==> src/rtl/alu_seq_pkg.sv <==
// Shared types and ALU command encodings for the multi-byte ALU sequencer.
package alu_seq_pkg;

    typedef enum logic [1:0] {
        OP_ADD = 2'b00,
        OP_LSL = 2'b01,
        OP_LSR = 2'b10,
        OP_ILL = 2'b11
    } op_t;

    localparam logic [2:0] ALU_ADD = 3'b000;
    localparam logic [2:0] ALU_LSL = 3'b001;
    localparam logic [2:0] ALU_LSR = 3'b010;

    typedef enum logic [1:0] {
        IDLE = 2'b00,
        RUN  = 2'b01,
        DONE = 2'b10
    } state_t;

    function automatic logic [2:0] alu_cmd_of(op_t op);
        case (op)
            OP_LSL:  return ALU_LSL;
            OP_LSR:  return ALU_LSR;
            default: return ALU_ADD;
        endcase
    endfunction

endpackage

==> src/rtl/alu_seq.sv <==
// Issues one wide add/shift to the shared 8-bit ALU a byte per cycle,
// chaining carry/shift bits and capturing the wide result and final carry.
module alu_seq
    import alu_seq_pkg::*;
#(
    parameter int unsigned NBYTES = 2
) (
    input  logic                  clk,
    input  logic                  reset,
    input  logic                  start,
    input  logic [1:0]            op,
    input  logic [8*NBYTES-1:0]   opa,
    input  logic [8*NBYTES-1:0]   opb,
    input  logic                  cin,
    input  logic                  abort,
    output logic                  ready,
    output logic                  done,
    output logic                  err,
    output logic [8*NBYTES-1:0]   result,
    output logic                  cout,
    output logic [2:0]            alu_cmd,
    output logic [7:0]            alu_inA,
    output logic [7:0]            alu_inB,
    output logic                  alu_sc_i,
    input  logic [7:0]            alu_rslt,
    input  logic                  alu_sc_o
);

    localparam int unsigned W     = 8 * NBYTES;
    localparam int unsigned IDX_W = (NBYTES > 1) ? $clog2(NBYTES) : 1;
    localparam logic [IDX_W-1:0] LAST_IDX = IDX_W'(NBYTES - 1);

    state_t                   state_q, state_d;
    op_t                      op_q, op_d;
    logic [NBYTES-1:0][7:0]   a_q, a_d;
    logic [NBYTES-1:0][7:0]   b_q, b_d;
    logic [NBYTES-1:0][7:0]   stage_q, stage_d;
    logic [IDX_W-1:0]         idx_q, idx_d;
    logic                     carry_q, carry_d;
    logic [W-1:0]             result_d;
    logic                     cout_d;
    logic                     err_d;
    logic                     ready_d;
    logic                     done_d;
    logic                     last;

    // State and datapath registers.
    always_ff @(posedge clk or posedge reset) begin
        if (reset) begin
            state_q <= IDLE;
            op_q    <= OP_ADD;
            a_q     <= '0;
            b_q     <= '0;
            stage_q <= '0;
            idx_q   <= '0;
            carry_q <= 1'b0;
            result  <= '0;
            cout    <= 1'b0;
            err     <= 1'b0;
            ready   <= 1'b1;
            done    <= 1'b0;
        end else begin
            state_q <= state_d;
            op_q    <= op_d;
            a_q     <= a_d;
            b_q     <= b_d;
            stage_q <= stage_d;
            idx_q   <= idx_d;
            carry_q <= carry_d;
            result  <= result_d;
            cout    <= cout_d;
            err     <= err_d;
            ready   <= ready_d;
            done    <= done_d;
        end
    end

    // Next-state logic; ALU drive depends only on registered state.
    always_comb begin
        state_d  = state_q;
        op_d     = op_q;
        a_d      = a_q;
        b_d      = b_q;
        stage_d  = stage_q;
        idx_d    = idx_q;
        carry_d  = carry_q;
        result_d = result;
        cout_d   = cout;
        err_d    = err;
        alu_cmd  = ALU_ADD;
        alu_inA  = 8'h00;
        alu_inB  = 8'h00;
        alu_sc_i = 1'b0;
        last     = 1'b0;

        unique case (state_q)
            IDLE: begin
                if (start) begin
                    if (op_t'(op) == OP_ILL) begin
                        state_d = DONE;
                        err_d   = 1'b1;
                    end else begin
                        state_d = RUN;
                        op_d    = op_t'(op);
                        a_d     = opa;
                        b_d     = opb;
                        carry_d = cin;
                        idx_d   = (op_t'(op) == OP_LSR) ? LAST_IDX : '0;
                    end
                end
            end
            RUN: begin
                alu_cmd  = alu_cmd_of(op_q);
                alu_inA  = a_q[idx_q];
                alu_inB  = (op_q == OP_ADD) ? b_q[idx_q] : 8'h00;
                alu_sc_i = carry_q;
                last     = (op_q == OP_LSR) ? (idx_q == '0) : (idx_q == LAST_IDX);
                if (abort) begin
                    state_d = IDLE;
                end else begin
                    stage_d[idx_q] = alu_rslt;
                    carry_d        = alu_sc_o;
                    if (last) begin
                        state_d  = DONE;
                        result_d = stage_d;
                        cout_d   = alu_sc_o;
                    end else if (op_q == OP_LSR) begin
                        idx_d = idx_q - IDX_W'(1);
                    end else begin
                        idx_d = idx_q + IDX_W'(1);
                    end
                end
            end
            DONE: begin
                state_d = IDLE;
                err_d   = 1'b0;
            end
            default: state_d = IDLE;
        endcase

        ready_d = (state_d == IDLE);
        done_d  = (state_d == DONE);
    end

endmodule

==> config.mk <==
export PLATFORM = sky130hd
export DESIGN_NAME = alu_seq
export DESIGN_NICKNAME = d
export VERILOG_FILES = /design/src/rtl/alu_seq_pkg.sv /design/src/rtl/alu_seq.sv
export SDC_FILE = /design/constraint.sdc
export NUM_CORES = 1
export LEC_CHECK = 0
export ABC_AREA = 1
export BUFFER_PORTS_ARGS = -buffer_cell sky130_fd_sc_hd__buf_2
export CORE_UTILIZATION = 48
export DETAILED_ROUTE_END_ITERATION = 10
export PLACE_DENSITY = 0.77
export SYNTH_ARGS = -nofsm -noshare
export SYNTH_HDL_FRONTEND = slang
export SYNTH_SLANG_ARGS = --single-unit
==> constraint.sdc <==
create_clock -name clk -period 2.09 [get_ports clk]
set_input_delay 0.3135 -clock clk [delete_from_list [all_inputs] [get_ports clk]]
set_output_delay 0.3135 -clock clk [all_outputs]
set_load 0.02 [all_outputs]
## Word-level counts from Yosys, hierarchy flattened

Index checks and enable logic that the tools add are counted.

- Div/mod/pow operators: 0
- Bitwise logic cells: 3
- Order comparisons: 2
- Add/sub/neg operators: 2
- Shifts and indexed selects: 0
- Reductions and logical operators: 12
- $mul: 0
- Mux-type cells: 33
- Eq/ne operators: 12

Operator list:

| cell | count |
|---|---|
| $mux 8 | 8 |
| $bwmux 16 | 1 |
| $mux 1 | 13 |
| $eq 2x2->1 const B | 5 |
| $ne 2x2->1 const B | 5 |
| $reduce_and 3->1 | 3 |
| $demux 8 s1 | 1 |
| $mux 2 | 4 |
| $pmux 2 s2 | 2 |
| $logic_not 2->1 | 3 |
| $pmux 1 s2 | 3 |
| $reduce_and 5->1 | 1 |
| $eq 2x1->1 const B | 2 |
| $reduce_and 4->1 | 1 |
| $reduce_bool 2->1 | 2 |
| $mux 3 | 1 |
| $not 1->1 | 3 |
| $lt 1x2->1 const B | 1 |
| $reduce_and 2->1 | 1 |
| $add 1x1->1 const B | 1 |
| $ge 1x1->1 const B | 1 |
| $logic_and 1x1->1 | 1 |
| $sub 1x1->1 const B | 1 |

- Bits in latches: 0
- Memories kept: 0
- Flip-flop bits (word level): 74
- Bits in read-only memories: 0
- Output and inout bits: 40
- Logic and storage cells: 79
- Memory bits (writable): 0
- Input port bits: 48

## Depth between registers and ports, before layout

Gate-level depths: netlist of run 1.

- Depth in word-level cells: 6
- Mapped depth: 8

## Worst setup path after synthesis of run 1

Ideal clock, no wire load.

- Kind: register -> output
- Start: register idx_q
- End: output port alu_inA[4]
- Required time: 1776 ps
- Arrival: 1154 ps
- Buffers on the path: 2
- Setup slack: 622 ps
- Cell stages (with the launch flop): 5
- Path through: dfrtp_1 buf_6 clkbuf_1 nand2_1 a21oi_1

- Cells in the longest elaborated chain, start to end: 3

Ends and longest elaborated chain:

| what | line | source |
|---|---|---|
| start, declared | alu_seq.sv:38 | `logic [IDX_W-1:0] idx_q, idx_d;` |
| start signal, assigned | alu_seq.sv:68 | `idx_q <= idx_d;` |
| $mux 8 (implied by the code) (2 in series) | alu_seq.sv:114 | `alu_inA = a_q[idx_q];` |
| $mux 8 | alu_seq.sv:96 | `unique case (state_q)` |
| end, declared | alu_seq.sv:22 | `output logic [7:0] alu_inA,` |

No other way between the ends. The select of a mux whose other input is x is not followed.

## Final worst setup path of run 1

- Start: register state_q[1]
- End: output port alu_inB[2]

- Cells in the longest elaborated chain, start to end: 2

Ends and longest elaborated chain:

| what | line | source |
|---|---|---|
| start, declared | alu_seq.sv:33 | `state_t state_q, state_d;` |
| start signal, assigned | alu_seq.sv:63 | `state_q <= state_d;` |
| $eq 2x1->1 | alu_seq.sv:96 |  |
| $mux 8 | alu_seq.sv:96 |  |
| end, declared | alu_seq.sv:23 | `output logic [7:0] alu_inB,` |

No other way between the ends.

==> out/results.tsv, run 1 <==
metric	value	unit
crit_arrival	1.64	ns
ir_worst_vdd	0.7328	mV
cts_tree	done	
synth_seq_cells	74	
syn_avg_cell_area	8.027	µm²
setup_viol	0	
final-instance-count-excl-fill	607	
dr.pass1.iters	4	
initial_utilization	50.05	%
use_met3	4.667	%
gr-total-overflow	0	
crit_cells	6	
portBuffers	86	
period_share	93.48	%
first_global_vias	2638	
track_usage	19.90	%
crit_path_max_incr_delay	0.41	ns
vias_per_cell	4.832	
power	5.751	mW
synth_top_area_share	53.42	%
crit_slowest_cell	dfrtp_1	
cts_buffer_depth	2	
routabilityCongestion	0.8482	
drv_cap	0	
critPathCaptureType	output port	
synth_largest_area_cell	dfrtp_1	
rsz0062_at_grt	no	
nFillCells	627	
cts_buffers	9	
cts_root_buffer	clkbuf_8	
hold_violations	0	
max-slew-margin-rel	64.36	%
drive_gt1_share	23.09	%
wire_per_inst	11.52	µm
vias	2933	
dieHeight	86.41	µm
fmax	0.5119	GHz
htreeDepth	3	
dp_hpwl	4907	µm
holdBufCountCts	0	
placed_area	3908	µm²
die_area	7466	µm²
wirelength	6995	µm
timing.critical_path.buf_inv	2	
synth_common_cells	148 x nand2_1, 73 x dfrtp_1, 65 x o21ai_0	
crit_required	1.78	ns
hp-class	input port to async pin	
worstSetupPathType	flip-flop to output port	
post-place-cells	591	
syn-instance-count	426	
clk_pin_slew_worst_paths	0.07	ns
synth_most_common_cell	nand2_1	
period_minus_slack	1.954	ns
die_w	86.41	µm
ys_top_cells_by_area	dfrtp_1 53%, nand2_1 16%, o21ai_0 9.5%, inv_1 6.1%, nand3_1 3.2%	
whs	0.01125	ns
slew_viol_final	0	
p_per_area	1394	nW/µm²
yosysUniqueCellTypes	23	
synthToLayoutAreaGrowth	20.67	%
rr_worst_depth	6	
synth-main-ff-cell	dfrtp_1	
core	6832	µm²
grt_max_degree	68	
critPathMaxFanout	15	
p_leak	2.277	nW
synth_edf_count	0	
synth-async-reset-ratio	100.0	%
skew	0.01175	ns
tns	0	ns
final_area	4126	µm²
io_pins	88	
drt_iter0_markers	173	
syn-cell-area	3420	µm²
cp-start-kind	flip-flop	
yosys_warnings	0	
met2_usage	31.60	%
antenna_found_initial	0	
route.detailed.drc	0	
status	finished, final reports clean	
grt-busiest-layer	met2	
multi_input_area	1216	µm²
regArea	1853	µm²
synth_fp_nets	474	
nets	554	
seq_area_frac_synth	54.19	%
ant_nets	0	
critPathTopFamily	simple AND/OR/NAND/NOR gates	
use_met1	26.14	%
path_cells	inv_1 > nand2_4 > nor2_1 > nand2_2 > a21oi_1 > buf_2	
clock-sinks	74	
grt_pass1_wl	11520	µm
antennaDiodeCount	0	
worst_slew_pin_slew	0.5334	ns
clk_latency	0.34	ns
rows	30	
postCtsSetupBuffers	0	
placed cells by master (no fill, tap or decap), drive strengths merged, types with 2 or more instances in the layout:
cell,Yosys,routed
dfrtp,73,73
buf,18,92
nand3,24,24
a21oi,17,17
nor2,9,9
o21ai,66,66
clkbuf,5,10
clkinvlp,0,3
inv,57,57
nand2,152,152
bufinv,0,2
registers in the layout (all words and copies together) (netlist names):
signal and cells:
result 16, err 1, state_q 2, b_q 16
ready 1, a_q 16, op_q 2, carry_q 1
idx_q 1, done 1, stage_q 16, cout 1
where the power goes:
part	switching [mW]	total, mW	internal (mW)	leakage, nW
sequential	0.312	2.39	2.08	0.924
clock	0.523	1.20	0.674	0.103
combinational	1.46	2.16	0.700	1.25
through the flow:
stage | setup WS (ns) | utilization [%]
2_1_floorplan | 0.6221 | -
3_3_place_gp | 0.4338 | 57.20
3_5_place_dp | 0.3950 | 57.20
4_1_cts | 0.01451 | 60.37
5_1_grt | 0.01679 | 60.40
6_report | 0.1363 | 60.40
path summary, 6_finish.rpt:
path	slack [ns]	endpoint	from
max	0.14	alu_inB[2]	state_q[1]
max reg2reg	0.51	result[7]	idx_q
min	0.01	b_q[6]	reset
min in group clk	0.21	a_q[13]	opa[13]
max in group asynchronous	1.44	ready	reset
min reg2reg	0.47	result[1]	result[1]
what timing repair did:
item / 4_1_cts / 5_1_grt
endpoints found under the hold margin: 0 / 0
setup endpoints to repair: 0 / 8
resized for setup: 0 / 1
cell families after synthesis:
logic type / share of synthesized area, %
compound gates: 12.37
buf+inv: 10.32
flops: 54.19
other cells: 0.1097
simple gates: 23.02
final cells by class:
type	count	share of cell area (%)
multi-input cells	272	29.47
well taps	96	2.911
repair buffers	92	12.13
clock inverters	6	2.153
flip-flops and latches	74	44.91
inverters	57	5.337
clock buffers	10	3.093
metal layers:
layer / up-vias / part of all wire [%]
met2: 97 / 47
met3: 13 / 4.7
met4: 0 / 1.5
met5: - / 0
li1: 1490 / -
met1: 1333 / 47
No activity file was read; power rests on OpenSTA's default activity.
==> run 2, diff against run 1 <==
--- a/config.mk
+++ b/config.mk
@@ -7,9 +7,12 @@
 export LEC_CHECK = 0
 export ABC_AREA = 1
 export BUFFER_PORTS_ARGS = -buffer_cell sky130_fd_sc_hd__buf_2
-export CORE_UTILIZATION = 48
+export CELL_PAD_IN_SITES_DETAIL_PLACEMENT = 2
+export CELL_PAD_IN_SITES_GLOBAL_PLACEMENT = 2
+export CORE_UTILIZATION = 27
 export DETAILED_ROUTE_END_ITERATION = 10
-export PLACE_DENSITY = 0.77
+export GPL_TIMING_DRIVEN = 1
+export PLACE_DENSITY = 0.76
 export SYNTH_ARGS = -nofsm -noshare
 export SYNTH_HDL_FRONTEND = slang
 export SYNTH_SLANG_ARGS = --single-unit
==> run 2 against run 1 <==
Core utilization down 25 points. Cell count up 12%. Largest cell class unchanged. Die area up 76%. Worst setup slack better by 0.073 ns. Critical path depth unchanged. Routed wire length up 37%. Global-route usage down 3.9 points. Clock-buffer cell count up 6. Non-clock buffer count up 1. Via count up 5.4%.
==> out/results.tsv, run 2 (same netlist as run 1, synthesis figures left out) <==
metric	value	unit	change
cts_tree	done		
die_w	114.5	µm	+33%
ir_worst_vdd	0.3666	mV	-50%
worstSetupPathType	flip-flop to output port		
cts_root_buffer	clkbuf_16		
cp-start-kind	flip-flop		
dieHeight	114.5	µm	+33%
timing.critical_path.buf_inv	2		unchanged
tns	0	ns	unchanged
critPathMaxFanout	8		-7
worst_slew_pin_slew	0.5742	ns	+0.04080 ns
cts_buffer_depth	2		unchanged
period_minus_slack	1.880	ns	-0.07344 ns
wire_per_inst	14.05	µm	+22%
antenna_found_initial	0		unchanged
path_cells	inv_1 > nand2_4 > nor2_1 > nand2_2 > a21oi_1 > buf_2		
antennaDiodeCount	0		unchanged
io_pins	88		unchanged
gr-total-overflow	0		unchanged
routabilityCongestion	0.7366		-13%
cts_buffers	9		unchanged
drv_cap	0		unchanged
die_area	13120	µm²	+76%
vias_per_cell	4.546		-5.9%
first_global_vias	3353		+27%
route.detailed.drc	0		unchanged
final_common_cell	nand2_1		
wirelength	9553	µm	+37%
dr.pass1.iters	4		unchanged
max-slew-margin-rel	61.64	%	-2.7 points
core	12160	µm²	+78%
drt_iter0_markers	63		-64%
hold_violations	0		unchanged
clk_pin_slew_worst_paths	0.06	ns	about the same
nFillCells	1418		+130%
status	finished, final reports clean		
hp-class	input port to async pin		
initial_utilization	28.12	%	-22 points
rows	40		+33%
fmax	0.5318	GHz	+3.9%
synthToLayoutAreaGrowth	25.58	%	
htreeDepth	3		unchanged
utilization	35.31	%	-25 points
final-instance-count-excl-fill	680		+12%
p_per_area	1422	nW/µm²	+2.0%
critPathTopFamily	flip-flops		
skew	0.005523	ns	-0.006224 ns
drive_gt1_share	22.27	%	-0.83 points
critPathCaptureType	output port		
grt_pass1_wl	16010	µm	+39%
slew_viol_final	0		unchanged
crit_required	1.78	ns	about the same
clk_latency	0.33	ns	about the same
clock-sinks	74		unchanged
track_usage	15.95	%	-3.9 points
crit_path_max_incr_delay	0.41	ns	about the same
setup_viol	0		unchanged
p_leak	2.312	nW	+1.5%
dp_hpwl	6801	µm	+39%
grt_max_degree	72		+5.9%
post-place-cells	664		+12%
ant_nets	0		unchanged
rsz0062_at_grt	no		
crit_slowest_cell	dfrtp_1		
nets	555		+0.18%
period_share	89.96	%	-3.5 points
vias	3091		+5.4%
portBuffers	86		unchanged
crit_arrival	1.57	ns	-0.07 ns
final_cell_mix	147 x nand2_1, 86 x buf_2, 73 x dfrtp_1		
-- run 2: where the power goes --
group | leakage (nW) | internal (mW) | total [mW] | switching, mW
registers | 0.924 | 2.09 | 2.43 | 0.339
logic | 1.26 | 0.722 | 2.27 | 1.55
clock network | 0.125 | 0.840 | 1.41 | 0.566
-- run 2: through the flow --
step	hold slack [ns]	instance area [µm²]	total power, mW	setup WS (ns)
6_report	0.03797	4294	6.105	0.2098
2_1_floorplan	0.4467	3423	3.997	0.6221
5_1_grt	0.06022	4294	6.628	0.06911
3_5_place_dp	0.4092	4030	4.779	0.4230
4_1_cts	0.04815	4292	6.244	0.04991
3_3_place_gp	0.4038	4030	4.634	0.4872
-- run 2: final timing paths --
check | start | endpoint | slack [ns] | cells after the start
worst max-delay path | state_q[1] | alu_inB[0] | 0.21 | 6
worst min-delay path | reset | stage_q[0] | 0.04 | 2
worst max register to register | idx_q | result[11] | 0.47 | 6
worst min register to register | result[3] | result[3] | 0.47 | 2
max in group asynchronous | reset | b_q[15] | 1.50 | 3
min in group clk | opa[2] | a_q[2] | 0.22 | 3
-- run 2: metal layers --
| metal | part of all wire [%] | global-route usage [%] |
|---|---|---|
| met1 | 44 | 18.76 |
| met3 | 3.5 | 2.859 |
| met2 | 50 | 28.48 |
| met4 | 1.7 | 6.753 |
| met5 | 0 | 0 |
-- run 2: layout make-up --
| cell class | count | area [µm²] | area share [%] |
|---|---|---|---|
| inverters | 57 | 220.2 | 5.128 |
| well taps | 168 | 210.2 | 4.895 |
| repair buffers | 93 | 533.0 | 12.41 |
| clock buffers | 16 | 261.5 | 6.090 |
| multi-input cells | 272 | 1216 | 28.32 |
| flip-flops and latches | 74 | 1853 | 43.15 |
-- run 2: timing repair --
action | 4_1_cts | 5_1_grt
hold buffers | 0 | 0
resized for setup | 0 | 1
endpoints found under the setup margin | 0 | 5
buffers inserted | 0 | 0
